## src/rtl/aes_encrypt_ctrl.sv

```systemverilog
// Sequencing controller for an iterative AES-256 core: owns the round-key store,
// accepts plaintext over valid/ready, steps the core and buffers one ciphertext.
module aes_encrypt_ctrl #(
  parameter int unsigned DATA_WIDTH = 128,
  parameter int unsigned NUM_KEYS   = 15
) (
  input  logic                  Clk,
  input  logic                  Rst,
  input  logic                  key_wr_en,
  input  logic [3:0]            key_wr_addr,
  input  logic [DATA_WIDTH-1:0] key_wr_data,
  input  logic                  key_commit,
  output logic                  key_loaded,
  output logic                  busy,
  input  logic                  in_valid,
  output logic                  in_ready,
  input  logic [DATA_WIDTH-1:0] in_data,
  output logic                  out_valid,
  input  logic                  out_ready,
  output logic [DATA_WIDTH-1:0] out_data,
  output logic                  core_rst,
  output logic                  core_en,
  output logic [DATA_WIDTH-1:0] core_data_in,
  output logic [DATA_WIDTH-1:0] core_round_key,
  output logic                  core_round_key_rdy,
  input  logic [3:0]            core_round_key_addr,
  input  logic                  core_done,
  input  logic [DATA_WIDTH-1:0] core_data_out
);

  typedef enum logic [2:0] {IDLE, LOAD, RUN, WAIT_OUT, CLEAR} state_t;

  state_t                state, state_nxt;
  logic [DATA_WIDTH-1:0] key_store [NUM_KEYS];
  logic [DATA_WIDTH-1:0] hold_q;
  logic                  key_wr_ok;
  logic                  accept;
  logic                  capture;

  assign key_wr_ok = (state == IDLE) && key_wr_en && (32'(key_wr_addr) < NUM_KEYS);
  assign in_ready  = (state == IDLE) && key_loaded && !key_wr_en && !key_commit && !out_valid;
  assign accept    = in_valid && in_ready;
  // Capture only into a free buffer; WAIT_OUT parks the core until it drains.
  assign capture   = ((state == RUN) || (state == WAIT_OUT)) && core_done && !out_valid;

  assign busy           = (state != IDLE);
  assign core_rst       = Rst || (state == CLEAR);
  assign core_data_in   = hold_q;
  assign core_round_key = (32'(core_round_key_addr) < NUM_KEYS) ? key_store[core_round_key_addr] : '0;

  always_ff @(posedge Clk) begin
    if (Rst) begin
      for (int unsigned i = 0; i < NUM_KEYS; i++) key_store[i] <= '0;
      key_loaded <= 1'b0;
    end else if (key_wr_ok) begin
      key_store[key_wr_addr] <= key_wr_data;
      key_loaded             <= 1'b0;
    end else if ((state == IDLE) && key_commit) begin
      key_loaded <= 1'b1;
    end
  end

  always_ff @(posedge Clk) begin
    if (Rst) begin
      state     <= IDLE;
      hold_q    <= '0;
      out_data  <= '0;
      out_valid <= 1'b0;
    end else begin
      state <= state_nxt;
      if (accept) hold_q <= in_data;
      if (capture) begin
        out_data  <= core_data_out;
        out_valid <= 1'b1;
      end else if (out_valid && out_ready) begin
        out_valid <= 1'b0;
      end
    end
  end

  always_comb begin
    state_nxt          = state;
    core_en            = 1'b0;
    core_round_key_rdy = 1'b0;
    case (state)
      IDLE: if (accept) state_nxt = LOAD;
      LOAD: begin
        core_en   = 1'b1;
        state_nxt = RUN;
      end
      RUN: begin
        core_en            = 1'b1;
        core_round_key_rdy = !core_done;
        if (core_done) state_nxt = out_valid ? WAIT_OUT : CLEAR;
      end
      WAIT_OUT: begin
        core_en = 1'b1;
        if (capture) state_nxt = CLEAR;
      end
      CLEAR:   state_nxt = IDLE;
      default: state_nxt = IDLE;
    endcase
  end

endmodule

```

## config.mk

```make
export PLATFORM = sky130hd
export DESIGN_NAME = aes_encrypt_ctrl
export DESIGN_NICKNAME = d
export VERILOG_FILES = /design/src/rtl/aes_encrypt_ctrl.sv
export SDC_FILE = /design/constraint.sdc
export NUM_CORES = 2
export LEC_CHECK = 0
export CAP_MARGIN = 20
export CORE_UTILIZATION = 58
export CTS_CLUSTER_SIZE = 40
export DETAILED_ROUTE_END_ITERATION = 12
export PLACE_DENSITY = 0.8
export SYNTH_ARGS = -nofsm -noshare
export SYNTH_HDL_FRONTEND = slang
export SYNTH_SLANG_ARGS = --single-unit
export TNS_END_PERCENT = 10
```

## constraint.sdc

```tcl
create_clock -name Clk -period 4.4 [get_ports Clk]
set_input_delay 1.1 -clock Clk [delete_from_list [all_inputs] [get_ports Clk]]
set_output_delay 1.1 -clock Clk [all_outputs]
set_load 0.01 [all_outputs]
```

After elaboration in Yosys (flattened, before gate mapping)
Memories as Yosys holds them, arrays and structs flattened.
Index checks and enable logic that the tools add are counted.

word-level totals
  bits in registers = 261
  latch bits = 0
  bits in writable memories = 1920
  ROM bits = 0
  input bits = 399
  output and inout port bits = 391
  logic and storage cells = 57
  memories kept = 1

memories
  memory     depth  width  read ports  clocked after Yosys merged registers in  wr ports  line  source
  key_store  15     128    1           0                                        15        34    logic [DATA_WIDTH-1:0] key_store [NUM_KEYS];

cells by class
  $add $sub $neg = 0
  multipliers = 0
  div/mod/pow operators = 0
  magnitude comparators = 2
  equal/unequal tests = 7
  shift operators = 0
  muxes and demuxes = 18
  bitwise gates (word level) = 0
  reduce and logical (&&, ||, !) cells = 24

operators with widths
  cell                                                 number
  2-to-1 mux 128 bit                                   2
  OR reduction 128 bit                                 1
  2-to-1 mux 3 bit                                     4
  case mux 3 bit (4 select lines)                      1
  logical AND 1 bit                                    11
  2-to-1 mux 1 bit                                     10
  less-than comparator 4 bit, second input constant    2
  equality test 3 x 2 -> 1 bit, second input constant  2
  inequality test 2 bit, second input constant         3
  logical NOT 1 bit                                    4
  2-to-1 mux 4 bit                                     1
  equality test 3 x 1 -> 1 bit, second input constant  1
  equality test 3 bit, second input constant           1
  logical NOT 3 bit                                    1
  AND reduction 3 bit                                  1
  nonzero test 3 bit                                   1
  OR reduction 3 bit                                   1
  logical OR 1 bit                                     2
  nonzero test 2 bit                                   1
  OR reduction 2 bit                                   1

Longest topological paths before layout
  depth in word-level cells = 8
  mapped depth = 8
  depth with buffers taken out = 5

Worst setup path before layout
Ideal clock, no wire load.

  path type = in2reg
  start = input port Rst
  end = memory key_store[2][0] (enable)
  setup time = 0.433 ns
  arrival time = 3.675 ns
  data required time = 3.967 ns
  setup slack = 0.291 ns
  stages on the path = 5
  buffers on the path = 2
  path through = clkbuf_1 > or3_1 > nor2_1 > clkbuf_1 > or2_2

RTL lines
  what                line  source
  start: declaration  8     input logic Rst,
  end: declaration    34

Worst setup path in the final report
  start = input port core_round_key_addr[1]
  end = output port core_round_key[46]

between the ends
  longest elaborated chain between the ends = 2
  elaborated cells on any way between the ends = 3
  those cells by class = order compare (1); mux (1); memory (1)

RTL lines
  what                                                                        line  source
  start: declaration                                                          26    input logic [3:0] core_round_key_addr,
  memory (15 x 128 bit) / less-than comparator 4 bit (equally long branches)  --
  2-to-1 mux 128 bit *                                                        49    assign core_round_key = (32'(core_round_key_addr) < NUM_KEYS) ? key_store[core_round_key_addr] : '0;
  end: declaration                                                            24    output logic [DATA_WIDTH-1:0] core_round_key,

Every way passes the cells marked *; elsewhere a longest branch is shown, timed or not.

==> impl_summary.txt <==
----------------------------------------------------
[Status]
  Run status ... complete, but fails checks
  Violated checks ... setup timing

[CTS]
  Number of buffers on the longest clock path ... 3
  Clock-pin slew on the worst setup and hold paths ... 60 ps
  # Post-CTS Setup Buffers ... 0
  CTS H-tree lvls ... 4
  Buffer cell driving the clock tree root ... clkbuf_16
  Worst skew pair latency ... 880 ps
  Clock tree sinks ... 2181
  TritonCTS clock tree ... done
  Clock buffer count from CTS ... 214

[Synthesis]
  Post-synth net total ... 7114
  Number of cells produced by synthesis ... 6715
  Most frequent cells after synthesis ... edfxtp_1, and2_1, nand2_1
  Number of warning messages in the yosys log ... 0
  Syn Std Cell Area ... 95000 µm²
  Post-synth ARST share ... 0
  Top-count cell post-synth ... edfxtp_1
  Synth top area share ... 0.607
  Flip-flop cell with the highest count after synthesis ... edfxtp_1
  Cell types with the largest area share after synthesis ... edfxtp_1, and2_1, mux4_2, dfxtp_1, nand2_1
  Synth Area per Inst ... 14.1 µm²
  Sequential share of the synthesized area ... 0.662
  EDFF count, synth ... 1920
  Library cells used by synthesis ... 44
  Cell type with the largest total area after synthesis ... edfxtp_1
  FF+latch count, synth ... 2181

[GRT]
  All-Layer GR Usage ... 0.363
  First-pass GRT wire length ... 426 mm
  Initial antenna violation count ... 64
  Number of global-route vias before repair ... 61600
  Largest net degree at the start of global routing ... 186
  Total overflow reported by the global router ... 0

[Timing]
  Unrepaired setup endpoints after global routing ... true
  Number of pins with negative max-slew slack in the final report ... 0
  Clock tree skew after final layout ... 75.2 ps
  Tightest slew margin relative to the limit ... 0.213
  Hold_ws ... 453 ps
  Aggregate negative setup slack ... -36.3 ps
  Worst slew pin tran ... 1180 ps
  Slack of the critical path ... -21.0 ps
  Final Hold Fails ... 0
  Setup violators final ... 2
  Period utilization ... 1.00
  Max Clock Freq ... 226 MHz
  Final critical-path required period ... 4420 ps

[Floorplanning]
  Vert. Die Dim ... 407 µm
  Die area ... 165000 µm²
  I/O Pins ... 790
  Core area ... 163000 µm²
  Number of core rows ... 148
  Die X ... 407 µm
  Effective utilization at floorplan ... 0.584

[Placement]
  Number of buffer cells added on primary ports ... 789
  Final weighted congestion in routability-driven placement ... 0.931
  Worst setup slack before clock tree synthesis ... -48.1 ps
  Post-DP Area ... 106000 µm²
  Detailed-placement wirelength estimate ... 169 mm

[Setup path]
  Slack of the worst reg-to-reg path ... 1520 ps
  Cells along the critical path ... buf_12 -> buf_12 -> mux4_2 -> a22oi_1 -> nand2_1 -> clkdlybuf4s50_1
  Worst setup path end ... core_round_key[46]
  Critical R2R Capture ... key_store[1][126]$_SDFFCE_PN0P_
  R2R depth ... 6
  Count of cell instances traversed by the critical path ... 6
  Slowest stage delay, CP ... 550 ps
  Top delay family on crit path ... buffers and inverters
  WS Path Type ... in2out
  Worst setup EP type ... output port
  Endpoint arrival time on the critical path ... 3320 ps
  Slowest cell on the critical path ... clkdlybuf4s50_1
  CP startpoint ... core_round_key_addr[1]
  CP bufs+invs ... 3
  Worst-path maximum fanout ... 19
  Critical path startpoint category ... input pin
  Cell seen most often among critical-path stages ... buf_12
  Reg-to-reg startpoint ... state[1]$_SDFFE_PP0P_
  Data required time at the worst endpoint ... 3300 ps

[Pwr]
  Pleak ... 41.2 nW
  Power per unit of standard cell area ... 416 nW/µm²
  Worst voltage drop across the vdd grid ... 0.000459 V

[Drt]
  Violation count after the first detailed-route iteration ... 7625
  Number of DRC violations after detailed routing ... 0
  DR vias/cell ... 6.27
  Number of optimization iterations in the first detailed-route pass ... 6
  Routed via count ... 61000
  Routed Antenna Nets ... 0
  Average detailed-routed wire length per instance ... 30.6 µm
  Wire length after detailed routing ... 298 mm

[Flow run]
  Max-cap violations ... 0

[Layout]
  Final layout net count ... 7720
  Final standard cell area without fillers ... 114000 µm²
  Util after Layout ... 0.699
  Fraction of layout instances using a drive strength above 1 ... 0.129
  Area added between synthesis and finish ... 19.6%
  Count of fill cells added during filler insertion ... 10600

[Hold path]
  Path category of the worst min-delay check ... reg2reg

----------------------------------------------------
==> layout by cell type (no fill, tap or decap), types with 3 or more instances in the layout <==
cell type | Yosys | routed
clkinv_2 | 0 | 29
and2_2 | 18 | 18
clkdlybuf4s50_1 | 0 | 782
nand2_1 | 642 | 631
a22oi_1 | 127 | 127
nand2_2 | 0 | 11
o221ai_1 | 127 | 126
dfxtp_1 | 261 | 261
nor2_1 | 17 | 5
mux4_2 | 383 | 383
o211ai_1 | 128 | 128
a21oi_1 | 259 | 259
and2_1 | 1903 | 1903
inv_16 | 0 | 3
mux2i_1 | 130 | 130
buf_4 | 6 | 101
buf_8 | 0 | 3
nand3b_1 | 3 | 3
clkbuf_16 | 0 | 224
buf_12 | 0 | 116
nor2_4 | 4 | 16
clkinv_1 | 0 | 60
clkbuf_1 | 510 | 56
inv_6 | 0 | 4
clkbuf_8 | 0 | 4
buf_16 | 0 | 6
inv_1 | 127 | 127
edfxtp_1 | 1920 | 1920
diode_2 | 0 | 44
or2_4 | 0 | 15
bufinv_16 | 0 | 15
==> layer usage <==
layer	part of all wire	track usage	up-vias
met5	0.00093	0.00297	-
met4	0.072	0.244	36
met3	0.12	0.108	771
met2	0.47	0.564	4076
met1	0.34	0.441	30700
li1	-	-	25400
==> state kept, by name, indices dropped and copies added (netlist names) <==
| name | count |
|---|---|
| key_store | 1920 |
| core_data_in | 128 |
| out_data | 128 |
| state | 3 |
| key_loaded | 1 |
| out_valid | 1 |
==> cell type report <==
class                      instances  area (µm²)  area share
tap                             2175        2720      0.0240
timing repair buffer            1014       11200      0.0989
antenna                           44         110    0.000969
clock inverter                   120        1040     0.00920
sequential                      2181       62900       0.554
inverter                         128         480     0.00423
multi-input combinational       3782       29300       0.258
clock buffer                     281        5800      0.0510
==> metrics by stage <==
stage	cells	power [mW]
floorplan	6715	26.7
global placement	9277	29.4
detailed placement	9277	29.5
CTS	9678	47.2
global route	9710	48.4
finish	9725	47.3
==> worst min path at each step <==
stage               slack, ps  depth (start not counted)                     startpoint                            end
floorplan                 480                          2   core_data_in[0]$_SDFFE_PP0P_   core_data_in[0]$_SDFFE_PP0P_
global placement          440                          2     out_data[108]$_SDFFE_PP0P_     out_data[108]$_SDFFE_PP0P_
detailed placement        450                          2      out_data[32]$_SDFFE_PP0P_      out_data[32]$_SDFFE_PP0P_
CTS                       450                          2  core_data_in[61]$_SDFFE_PP0P_  core_data_in[61]$_SDFFE_PP0P_
global route              470                          2  core_data_in[24]$_SDFFE_PP0P_  core_data_in[24]$_SDFFE_PP0P_
finish                    450                          2  core_data_in[61]$_SDFFE_PP0P_  core_data_in[61]$_SDFFE_PP0P_
==> worst reg2reg max path, delay by kind of cell, from the launching register on <==
family | cells | cell delay [ps]
simple gates | 4 | 1530
buf+inv | 2 | 590
flops | 1 | 390
==> what timing repair did <==
action	4_1_cts	5_1_grt
pin swaps	0	1
resized for setup	4	17
hold buffers	0	0
endpoints found under the setup margin	12	56
gates cloned	0	3
==> where the power goes <==
| group | internal (mW) | switching [mW] |
|---|---|---|
| registers | 23.5 | 0.517 |
| clock network | 10.1 | 7.90 |
| logic | 2.16 | 3.04 |
| total | 35.8 | 11.5 |
==> cells by family (layout without fill, tap and decap cells) <==
| logic type | Yosys count | after routing | share of synthesized area |
|---|---|---|---|
| compound gates | 648 | 648 | 0.0461 |
| buf+inv | 752 | 1543 | 0.0313 |
| flops | 2181 | 2181 | 0.662 |
| mux | 514 | 514 | 0.105 |
| other cells | 0 | 44 | 0 |
| simple gates | 2620 | 2620 | 0.156 |
Power figures use the tool's default switching activity.
